### src/rtl/led_ctrl_pkg.sv
// Shared types and helpers for the multi-mode LED controller.
package led_ctrl_pkg;

    typedef enum logic [1:0] {
        MODE_OFF        = 2'd0,
        MODE_ON         = 2'd1,
        MODE_BLINK_SLOW = 2'd2,
        MODE_BLINK_FAST = 2'd3
    } mode_t;

    // Successor in the press cycle OFF -> ON -> BLINK_SLOW -> BLINK_FAST -> OFF.
    function automatic mode_t next_mode(input mode_t m);
        case (m)
            MODE_OFF:        return MODE_ON;
            MODE_ON:         return MODE_BLINK_SLOW;
            MODE_BLINK_SLOW: return MODE_BLINK_FAST;
            default:         return MODE_OFF;
        endcase
    endfunction

endpackage

### src/rtl/blink_prescaler.sv
// Free-running blink prescaler: counts 0..HALF_CYCLES-1 and flips a phase
// bit on every wrap. The phase output is the value the phase register takes
// at the coming clock edge, so registers loaded from it at that edge stay in
// step with the stored phase.
module blink_prescaler #(
    parameter int unsigned HALF_CYCLES = 12_500_000
) (
    input  logic clock,
    input  logic reset_s2_n,
    output logic phase
);

    localparam int unsigned CW = (HALF_CYCLES > 1) ? $clog2(HALF_CYCLES) : 1;

    logic [CW-1:0] count_q;
    logic [CW-1:0] count_d;
    logic          phase_q;
    logic          wrap;

    // Next counter value and next phase.
    always_comb begin
        wrap    = (count_q == CW'(HALF_CYCLES - 1));
        count_d = wrap ? '0 : count_q + CW'(1);
        phase   = phase_q ^ wrap;
    end

    // Counter and phase registers.
    always_ff @(posedge clock or negedge reset_s2_n) begin
        if (!reset_s2_n) begin
            count_q <= '0;
            phase_q <= 1'b0;
        end else begin
            count_q <= count_d;
            phase_q <= phase;
        end
    end

endmodule

### src/rtl/led_mode_ctrl_generic.sv
// Multi-mode LED controller: each accepted press steps its channel through
// OFF -> ON -> BLINK_SLOW -> BLINK_FAST -> OFF, with a per-channel lockout.
// Optional macro LED_MODE_CTRL_STATUS_EN adds the mode_o status port.
module led_mode_ctrl_generic
    import led_ctrl_pkg::*;
#(
    parameter int unsigned DEVICE_COUNT     = 3,
    parameter int unsigned SLOW_HALF_CYCLES = 12_500_000,
    parameter int unsigned FAST_HALF_CYCLES = 2_500_000,
    parameter int unsigned LOCKOUT_CYCLES   = 5_000_000
) (
    input  logic                      clock,
    input  logic                      reset_s2_n,
    input  logic                      clear,
    input  logic [DEVICE_COUNT-1:0]   button_pressed_s2,
    output logic [DEVICE_COUNT-1:0]   led
`ifdef LED_MODE_CTRL_STATUS_EN
    ,
    output logic [2*DEVICE_COUNT-1:0] mode_o
`endif
);

    localparam int unsigned LW = $clog2(LOCKOUT_CYCLES + 1);

    logic              slow_phase;
    logic              fast_phase;
    mode_t             mode_q [DEVICE_COUNT];
    mode_t             mode_d [DEVICE_COUNT];
    logic [LW-1:0]     lock_q [DEVICE_COUNT];
    logic [LW-1:0]     lock_d [DEVICE_COUNT];
    logic [DEVICE_COUNT-1:0] accept;
    logic [DEVICE_COUNT-1:0] led_d;

    blink_prescaler #(.HALF_CYCLES(SLOW_HALF_CYCLES)) u_slow (
        .clock      (clock),
        .reset_s2_n (reset_s2_n),
        .phase      (slow_phase)
    );

    blink_prescaler #(.HALF_CYCLES(FAST_HALF_CYCLES)) u_fast (
        .clock      (clock),
        .reset_s2_n (reset_s2_n),
        .phase      (fast_phase)
    );

    // State register: per-channel mode, lockout counter and LED drive.
    always_ff @(posedge clock or negedge reset_s2_n) begin
        if (!reset_s2_n) begin
            for (int unsigned i = 0; i < DEVICE_COUNT; i++) begin
                mode_q[i] <= MODE_OFF;
                lock_q[i] <= '0;
            end
            led <= '0;
        end else begin
            for (int unsigned i = 0; i < DEVICE_COUNT; i++) begin
                mode_q[i] <= mode_d[i];
                lock_q[i] <= lock_d[i];
            end
            led <= led_d;
        end
    end

    // Next state: clear beats presses; a press is accepted only with lockout idle.
    always_comb begin
        accept = '0;
        for (int unsigned i = 0; i < DEVICE_COUNT; i++) begin
            accept[i] = button_pressed_s2[i] && (lock_q[i] == '0) && !clear;
            mode_d[i] = mode_q[i];
            lock_d[i] = lock_q[i];
            if (clear) begin
                mode_d[i] = MODE_OFF;
                lock_d[i] = '0;
            end else if (accept[i]) begin
                mode_d[i] = next_mode(mode_q[i]);
                lock_d[i] = LW'(LOCKOUT_CYCLES - 1);
            end else if (lock_q[i] != '0) begin
                lock_d[i] = lock_q[i] - LW'(1);
            end
        end
    end

    // Output decode from next-state mode so a press shows on led at the same edge.
    always_comb begin
        led_d = '0;
        for (int unsigned i = 0; i < DEVICE_COUNT; i++) begin
            case (mode_d[i])
                MODE_OFF:        led_d[i] = 1'b0;
                MODE_ON:         led_d[i] = 1'b1;
                MODE_BLINK_SLOW: led_d[i] = slow_phase;
                default:         led_d[i] = fast_phase;
            endcase
        end
    end

`ifdef LED_MODE_CTRL_STATUS_EN
    // Status view of the registered per-channel modes.
    always_comb begin
        mode_o = '0;
        for (int unsigned i = 0; i < DEVICE_COUNT; i++) begin
            mode_o[2*i +: 2] = mode_q[i];
        end
    end
`endif

endmodule

### config.mk
export PLATFORM = sky130hd
export DESIGN_NAME = led_mode_ctrl_generic
export DESIGN_NICKNAME = d
export VERILOG_FILES = /design/src/rtl/led_ctrl_pkg.sv /design/src/rtl/blink_prescaler.sv /design/src/rtl/led_mode_ctrl_generic.sv
export SDC_FILE = /design/constraint.sdc
export NUM_CORES = 1
export LEC_CHECK = 0
export CORE_ASPECT_RATIO = 1.2
export CORE_MARGIN = 4
export CORE_UTILIZATION = 57
export CTS_CLUSTER_DIAMETER = 40
export CTS_CLUSTER_SIZE = 28
export DETAILED_ROUTE_END_ITERATION = 6
export PLACE_DENSITY = 0.76
export RECOVER_POWER = 100
export SLEW_MARGIN = 10
export SYNTH_ARGS = -nofsm -noshare
export SYNTH_HDL_FRONTEND = slang
export SYNTH_HIERARCHICAL = 1
export SYNTH_SLANG_ARGS = --single-unit
export TNS_END_PERCENT = 30
### constraint.sdc
create_clock -name clock -period 2.6 [get_ports clock]
set_input_delay 0.52 -clock clock [delete_from_list [all_inputs] [get_ports clock]]
set_output_delay 0.52 -clock clock [all_outputs]
set_load 0.05 [all_outputs]
# Word level (Yosys, flattened, before mapping)
# Index checks and enable logic that the tools add are counted.
# word_totals
register_bits	126
word_cells	77
mem_count	0
rom_bits	0
mem_bits_rw	0
input_bits	6
out_inout_bits	3
latchBits	0
# op_classes
n_mux	23
n_reduce_logical	22
n_eq_ne	14
addsub	5
bitwise_logic	2
mul	0
div_mod_pow	0
shifts	0
n_lt_le_gt_ge	0
# op_table
cell	n
$mux W23	9
$logic_not A23 Y1	3
$reduce_bool A23 Y1	3
$sub A23 B1 Y23 const B	3
$add A24 B1 Y24 const B	1
$eq A24 B24 Y1 const B	1
$mux W24	1
$add A22 B1 Y22 const B	1
$eq A22 B22 Y1 const B	1
$mux W22	1
$pmux W2 S3	3
$eq A2 B1 Y1 const B	6
$eq A2 B2 Y1 const B	6
$logic_not A2 Y1	6
$mux W2	6
$pmux W1 S3	3
$reduce_bool A3 Y1	3
$logic_and A1 B1 Y1	6
$xor A1 B1 Y1	2
$logic_not A1 Y1	1

# Logic depth before layout (Yosys ltp)
# Gate-level depths: netlist of the first run.
# depth
ltp_word	7
depth_mapped	10
mapped_depth_nobuf	8

# Cells and area by module
# Netlist of the first run, hierarchy kept.
# modules_own_cells
module	area_per_inst_um2	seq_area_each_um2	instances	cells_per_inst
led_mode_ctrl_generic	4495.6	1951.9	1	459
blink_prescaler at u_slow	1268.7	625.6	1	121
blink_prescaler at u_fast	1101.1	575.6	1	104

# Worst setup path before layout of the first run
# Ideal clock, no wire load.
# synth_timing
path_kind	register -> register
from	register u_slow.count_q[6]
to	register led[1]
stages_incl_launch_ff	9
n_path_buf	1
required_time_ps	2521
setup_time_ps	79
path_slack_ps	129
synth_period_minus_slack_ps	2471
t_arrival_ps	2392
path_cell_list	dfrtp_1 or4_1 nor4_2 buf_4 xor2_1 nor2b_1 nand2_1 mux2_2 mux2i_1
# synth_between
elab_chain_cells	3
# synth_lines
item	line	source
from (decl)	blink_prescaler.sv:15	logic [CW-1:0] count_q;
from (signal assigned)	blink_prescaler.sv:33	count_q <= count_d;
$eq A24 B24 Y1	blink_prescaler.sv:22	wrap = (count_q == CW'(HALF_CYCLES - 1));
$xor A1 B1 Y1	blink_prescaler.sv:24	phase = phase_q ^ wrap;
named net slow_phase	led_mode_ctrl_generic.sv:25	logic slow_phase;
$pmux W1 S3	led_mode_ctrl_generic.sv:86	case (mode_d[i])
named net led_d[1]	led_mode_ctrl_generic.sv:32	logic [DEVICE_COUNT-1:0] led_d;
to (signal assigned)	led_mode_ctrl_generic.sv:59	led <= led_d;
to (decl)	led_mode_ctrl_generic.sv:16	output logic [DEVICE_COUNT-1:0] led
# The timed path passes the listed nets, and every way through them passes these cells.
# A chain may end at the register's enable or synchronous reset.

==> results_dict.tcl, run 1 <==
set metrics [dict create \
    syn_to_final_growth_pct 12.2 \
    cpMaxStageDelayCell "nand4_1" \
    tns_ps 0 \
    antenna_cells 0 \
    max_stage_delay_ps 420 \
    drive_above_1_share_pct 11.6 \
    critPathRequiredTime_ps 2940 \
    powerDensity_nw_per_um2 1150 \
    max-cap-violations 1 \
    fin_ws_ps 178 \
    grt_antenna_before_repair 0 \
    drtPass1Iterations 5 \
    ant_nets 0 \
    p_leak_nw 3.25 \
    slew_violations 33 \
    power.total_mw 8.85 \
    port_buffers 8 \
    ir_drop_mv 0.435 \
    violations "max-capacitance violations, max-slew violations" \
    synth_largest_area_cell "dfrtp_1" \
    cts.sinks 126 \
    ioPinCount 9 \
    cpMostUsedCell "mux2i_1" \
    outcome "complete, but fails checks" \
    finalSetupViolCount 0 \
    core-area_um2 11700 \
    hold_slack_ps 459 \
    post_cts_buffers 0 \
    reg2reg_from "lock_q[23]$_DFFE_PN0P_" \
    remaining_drc_errors 0 \
    fp.dieH_um 128 \
    dieArea_um2 13900 \
    vias 5193 \
    viasPerCell 5.94 \
    cts_buffers 17 \
    synth-seq-cells 126 \
    pre_cts_ws_ps 215 \
    ys.warnings.count 6 \
    synth_area_leaders "dfrtp_1 46%, xor2_1 6.4%, xnor2_1 5.1%" \
    clkTransAtPathRegs_ps 60 \
    ys_types 68 \
    grt_first_pass_wirelength_mm 24.8 \
    start_util_pct 58.8 \
    finalWirelength_mm 14.1 \
    cp.arrival_ps 2770 \
    cts_root_buf "clkbuf_16" \
    clkLatencyLatePin_ps 420 \
    hpwl_mm 9.73 \
    rr_endpoint "led[1]$_DFF_PN0_" \
    grt_pass1_vias 5423 \
    async_flop_share_pct 100 \
    overflow 0 \
    critPathTopFamily "simple AND/OR/NAND/NOR gates" \
    hold-path-cell-count 1 \
    cts_tree "done" \
    dominantRegCellSynth "dfrtp_1" \
    synth_top_area_share_pct 45.9 \
    clock_path_buffers 2 \
    max_freq_ghz 0.413 \
    hp-class "register to register" \
    grt_max_degree 54 \
    cts-htree-levels 4 \
    tightest_slew_ps 1920 \
    first_iter_violations 292 \
    crit_type "register to register" \
    finalClockSkew_ps 5.50 \
    cp-end-kind "register" \
    cp_max_fo 9 \
    synth_nets 704 \
    grt_util_all_layers_pct 22.2 \
    place.gp.congestion 0.871 \
    reg2reg_depth 8 \
    cp_cell_sequence "inv_1 -> ha_1 -> nor4b_1 -> nand4_1 -> nor2_1 -> buf_4 -> mux2i_1 -> mux2i_1" \
    syn_inst 684 \
    slew_headroom_pct -27.8 \
    hold_violations 0 \
    routedWlPerCell_um 16.1 \
    min-delay-start "u_slow/phase_q$_DFF_PN0_" \
    fp.dieW_um 108 \
    r2r_slack_ps 180 \
    rsz0062_at_grt "true" \
    synth_edf_count 0 \
    yosysSeqAreaShare_pct 45.9 \
    period_needed_ps 2420 \
    hold-path-endpoint "u_slow/phase_q$_DFF_PN0_" \
    rows 43 \
    synth_area_per_cell_um2 10.0 \
    nets 725 \
    period_share_pct 93.2 \
    synthesis.area_um2 6870 \
    startpoint_type "register" \
    critPathBufInv 2 \
]
[sequential cells by signal, summed over array words and instances (netlist names)]
register        flops
lock_q             69
u_slow/count_q     24
u_fast/count_q     22
mode_q              6
led                 3
u_fast/phase_q      1
u_slow/phase_q      1
[what timing repair did]
item | 4_1_cts | 5_1_grt
hold buffers | 0 | 0
endpoints found under the hold margin | 0 | 0
endpoints found under the setup margin | 0 | 20
gates resized for setup | 0 | 5
[layer usage]
layer / track usage, % / vias up / routed length [um] / share of wire, %
met2: 38.0 / 86 / 7260 / 52
met5: 0 / - / 0 / 0
met4: 9.29 / 0 / 284 / 2.0
met3: 5.24 / 23 / 471 / 3.3
met1: 26.7 / 2574 / 6050 / 43
li1: - / 2510 / - / -
[cells in the final DEF (no fill, tap or decap), types with 5 or more instances in the layout]
| cell | netlist | layout |
|---|---|---|
| nor2_1 | 78 | 77 |
| nor4b_1 | 7 | 6 |
| or4_1 | 12 | 12 |
| nand4_1 | 22 | 23 |
| and4_1 | 8 | 8 |
| o31ai_1 | 6 | 6 |
| clkinv_2 | 0 | 6 |
| mux2i_1 | 7 | 7 |
| buf_4 | 3 | 11 |
| nor2b_1 | 6 | 6 |
| nand3b_1 | 5 | 5 |
| nor4_2 | 8 | 8 |
| o21ai_0 | 10 | 10 |
| ha_1 | 14 | 14 |
| xor2_1 | 50 | 50 |
| clkbuf_1 | 8 | 9 |
| o211ai_1 | 10 | 10 |
| nor3_1 | 30 | 30 |
| nand3_1 | 24 | 24 |
| a21oi_1 | 44 | 44 |
| nand2_1 | 34 | 34 |
| nor4_1 | 16 | 15 |
| clkbuf_16 | 0 | 17 |
| or3_1 | 8 | 9 |
| dfrtp_1 | 126 | 126 |
| and3_1 | 5 | 5 |
| inv_1 | 21 | 21 |
| xnor2_1 | 40 | 40 |
[final cells by class]
class	count	area [um^2]
Clock buffer	23	458
Tap cell	157	196
Multi-Input combinational cell	514	3530
Sequential cell	126	3150
Timing Repair Buffer	25	215
Clock inverter	8	67.6
Inverter	21	78.8
Fill cell	922	3970
[synthesized netlist by cell type, types with 10 or more instances]
cell type / count
ha_1: 14
nand4_1: 22
o211ai_1: 10
nand3_1: 24
nor3_1: 30
dfrtp_1: 126
nand2_1: 34
xnor2_1: 40
xor2_1: 50
nor4_1: 16
o21ai_0: 10
or4_1: 12
nor2_1: 78
a21oi_1: 44
inv_1: 21
[where the power goes]
part	total (mW)	switching [mW]	internal, mW
logic	3.77	2.20	1.57
clock network	2.14	0.820	1.32
registers	2.94	0.535	2.40
[logic make-up (layout without fill, tap and decap cells)]
family / count (synthesis) / count (layout) / share of synthesized area [%]
flops: 126 / 126 / 45.9
mux: 11 / 11 / 1.68
fa+ha+maj: 14 / 14 / 2.55
simple gates: 302 / 302 / 26.5
buf+inv: 44 / 77 / 2.88
compound gates: 97 / 97 / 8.97
xor+xnor: 90 / 90 / 11.5
[through the flow]
stage	area (um^2)	util [%]	instances
floorplan	6870	-	684
global placement	7190	61.6	843
detailed placement	7190	61.6	843
CTS	7720	66.1	874
global route	7700	66.0	874
finish	7700	66.0	874
[how the worst max path moves through the flow]
stage                                            start               end  slack [ps]  depth (start not counted)
after floorplan            u_slow/count_q[6]$_DFF_PN0_  led[1]$_DFF_PN0_         130                          8
after global placement    u_fast/count_q[16]$_DFF_PN0_  led[0]$_DFF_PN0_         310                          8
after detailed placement   u_slow/count_q[4]$_DFF_PN0_  led[1]$_DFF_PN0_         210                          8
after CTS                  u_slow/count_q[4]$_DFF_PN0_  led[1]$_DFF_PN0_         190                          8
after global routing            lock_q[23]$_DFFE_PN0P_  led[1]$_DFF_PN0_         -60                          8
final                           lock_q[23]$_DFFE_PN0P_  led[1]$_DFF_PN0_         180                          8
Note: power is estimated with default switching activity, not from simulation.
==> run 2: changes to the inputs <==
--- a/config.mk
+++ b/config.mk
@@ -5,17 +5,18 @@
 export SDC_FILE = /design/constraint.sdc
 export NUM_CORES = 1
 export LEC_CHECK = 0
+export ABC_CLOCK_PERIOD_IN_PS = 2600
 export CORE_ASPECT_RATIO = 1.2
 export CORE_MARGIN = 4
-export CORE_UTILIZATION = 57
+export CORE_UTILIZATION = 59
+export CTS_BUF_LIST = sky130_fd_sc_hd__clkbuf_8
 export CTS_CLUSTER_DIAMETER = 40
 export CTS_CLUSTER_SIZE = 28
 export DETAILED_ROUTE_END_ITERATION = 6
-export PLACE_DENSITY = 0.76
+export PLACE_DENSITY = 0.79
 export RECOVER_POWER = 100
 export SLEW_MARGIN = 10
 export SYNTH_ARGS = -nofsm -noshare
 export SYNTH_HDL_FRONTEND = slang
-export SYNTH_HIERARCHICAL = 1
 export SYNTH_SLANG_ARGS = --single-unit
 export TNS_END_PERCENT = 30
==> run 2 against run 1 <==
Setup slack got worse by 15 ps; total power decreased by 0.65%; largest cell class unchanged; non-clock buffer count increased by 9; register-to-register slack about the same; critical endpoint is now lock_q[8]$_DFFE_PN0P_; clock skew increased by 3.6 ps; wire length decreased by 9.4%; area after synthesis decreased by 4.5%; clock-buffer cell count decreased by 4; the run still ends with max-capacitance violations, max-slew violations left; cell area decreased by 4.9%; global-route usage decreased by 0.54 points.
==> results_dict.tcl, run 2 <==
set metrics [dict create \
    regMostFlops "lock_q" \
    period_needed_ps 2440 \
    top_regs "lock_q: 69 flops, u_slow.count_q: 24 flops, u_fast.count_q: 22 flops" \
    hpwl_mm 9.02 \
    cts_root_buf "clkbuf_8" \
    tightest_slew_ps 1770 \
    wl_met1_mm 5.64 \
    ir_drop_mv 0.627 \
    fp.dieW_um 104 \
    cts.sinks 126 \
    yosys-top-cells-count "126 x dfrtp_1, 79 x nor2_1, 59 x xnor2_1, 40 x a21oi_1, 38 x xor2_1" \
    fin_ws_ps 163 \
    ioPinCount 9 \
    hp-class "register to register" \
    drtPass1Iterations 5 \
    antenna_cells 0 \
    ant_nets 0 \
    final_common_cell "dfrtp_1" \
    min-delay-start "u_fast.count_q[0]$_DFF_PN0_" \
    outcome "complete, but fails checks" \
    max-cap-violations 1 \
    remaining_drc_errors 0 \
    syn_inst 645 \
    start_util_pct 61.5 \
    core-area_um2 10700 \
    synth_edf_count 0 \
    cp_max_fo 11 \
    hold-path-endpoint "u_fast.count_q[0]$_DFF_PN0_" \
    critPathTopFamily "simple AND/OR/NAND/NOR gates" \
    synth_nets 665 \
    rsz0062_at_grt "false" \
    final_cell_mix "126 x dfrtp_1, 79 x nor2_1, 59 x xnor2_1, 40 x a21oi_1, 38 x xor2_1" \
    synth_area_per_cell_um2 10.2 \
    finalWirelength_mm 12.7 \
    reg2reg_depth 8 \
    place_area_um2 6900 \
    grt_pass1_vias 5006 \
    hold_slack_ps 485 \
    cp_cell_sequence "inv_1 -> ha_1 -> or4b_1 -> or4_4 -> nor3_4 -> nand3_1 -> buf_4 -> a31oi_1" \
    drive_above_1_share_pct 12.5 \
    crit_type "register to register" \
    grt_max_degree 62 \
    place.gp.congestion 0.884 \
    finalSetupViolCount 0 \
    reg2reg_from "lock_q[0]$_DFFE_PN0P_" \
    critPathRequiredTime_ps 2940 \
    synth_largest_area_cell "dfrtp_1" \
    wl_met3_um 377 \
    slew_headroom_pct -18.3 \
    dominantRegCellSynth "dfrtp_1" \
    synth-seq-cells 126 \
    cts-hold-fix-buffers 0 \
    grt_antenna_before_repair 0 \
    clock_path_buffers 2 \
    met2_length_mm 6.55 \
    slew_violations 33 \
    ys_types 60 \
    viasPerCell 6.00 \
    vias 4906 \
    clkLatencyLatePin_ps 420 \
    synth_top_area_share_pct 48.1 \
    finalNonFillerCells 817 \
    powerDensity_nw_per_um2 1200 \
    tns_ps 0 \
    cts_tree "done" \
    nets 695 \
    cts_buffers 17 \
    synth_most_common_cell "dfrtp_1" \
    r2r_slack_ps 160 \
    period_share_pct 93.7 \
    placed_cells 785 \
    p_leak_nw 3.16 \
    cpMaxStageDelayCell "or4b_1" \
    startpoint_type "register" \
    port_buffers 8 \
    power.total_mw 8.79 \
    max_stage_delay_ps 510 \
    grt_util_all_layers_pct 21.7 \
    largest_reg_flops 69 \
    first_iter_violations 305 \
    overflow 0 \
    pre_cts_ws_ps 91.1 \
    fin_area_um2 7330 \
    violations "max-capacitance violations, max-slew violations" \
    syn_to_final_growth_pct 11.7 \
    dieArea_um2 12900 \
    synthesis.area_um2 6560 \
    max_freq_ghz 0.410 \
    yosysSeqAreaShare_pct 48.1 \
    async_flop_share_pct 100 \
    synth_area_leaders "dfrtp_1 48%, xnor2_1 7.9%, xor2_1 5.1%" \
    cts-htree-levels 4 \
    fp.dieH_um 124 \
    hold_violations 0 \
    clkTransAtPathRegs_ps 70 \
    finalClockSkew_ps 9.06 \
    grt_first_pass_wirelength_mm 22.7 \
    rr_endpoint "lock_q[8]$_DFFE_PN0P_" \
    n_fill_cell 811 \
    cp-end-kind "register" \
    post-route-util_pct 68.7 \
    topRoutingLayerUsed "met4" \
    cp.arrival_ps 2780 \
    routedWlPerCell_um 15.6 \
    rows 41 \
    hold-path-cell-count 1 \
    ys.warnings.count 0 \
    critPathBufInv 2 \
]
## run 2: cell families (layout without fill, tap and decap cells)
family / Yosys count / after routing / synth area share, %
flops: 126 / 126 / 48.1
compound gates: 97 / 97 / 10.3
xor+xnor: 97 / 97 / 13.0
mux: 4 / 4 / 0.610
buf+inv: 40 / 83 / 2.61
fa+ha+maj: 14 / 14 / 2.67
simple gates: 267 / 267 / 22.8
## run 2: per-layer routing
| layer | vias to the layer above | global-route usage, % |
|---|---|---|
| met1 | 2426 | 25.8 |
| li1 | 2384 | - |
| met2 | 79 | 38.6 |
| met5 | - | 0 |
| met4 | 0 | 9.06 |
| met3 | 17 | 4.39 |
## run 2: how the worst max path moves through the flow
stage | cells past startpoint | endpoint | start
after CTS | 7 | led[2]$_DFF_PN0_ | lock_q[0]$_DFFE_PN0P_
after detailed placement | 7 | led[2]$_DFF_PN0_ | lock_q[0]$_DFFE_PN0P_
final | 8 | lock_q[8]$_DFFE_PN0P_ | lock_q[0]$_DFFE_PN0P_
after global routing | 8 | lock_q[8]$_DFFE_PN0P_ | lock_q[0]$_DFFE_PN0P_
after global placement | 7 | lock_q[22]$_DFFE_PN0P_ | lock_q[0]$_DFFE_PN0P_
after floorplan | 8 | lock_q[22]$_DFFE_PN0P_ | lock_q[0]$_DFFE_PN0P_
## run 2: cell type report
class	instances	area [um^2]	area share, %
timing repair buffer	34	259	3.54
clock buffer	19	262	3.57
tap	129	161	2.20
inverter	17	63.8	0.871
multi-input combinational	479	3260	44.5
sequential	126	3150	43.0
clock inverter	13	164	2.24
## run 2: report_power, final
group	leakage [nW]	switching (mW)	internal [mW]	total, mW
combinational	1.25	2.31	1.80	4.11
clock	0.206	0.771	1.00	1.77
sequential	1.70	0.485	2.42	2.90
total	3.16	3.57	5.22	8.79
## run 2: timing repair
| item | in CTS | in global routing |
|---|---|---|
| setup buffers | 0 | 0 |
| hold endpoints to repair | 0 | 0 |
| endpoints found under the setup margin | 0 | 13 |
| resized for setup | 0 | 8 |
## run 2: worst register-to-register path: stages (launching register included)
cell and delay, ps:
dfrtp_1 420, inv_1 100, ha_1 140, or4b_1 510, or4_4 470, nor3_4 250, nand3_1 110, buf_4 200
a31oi_1 160
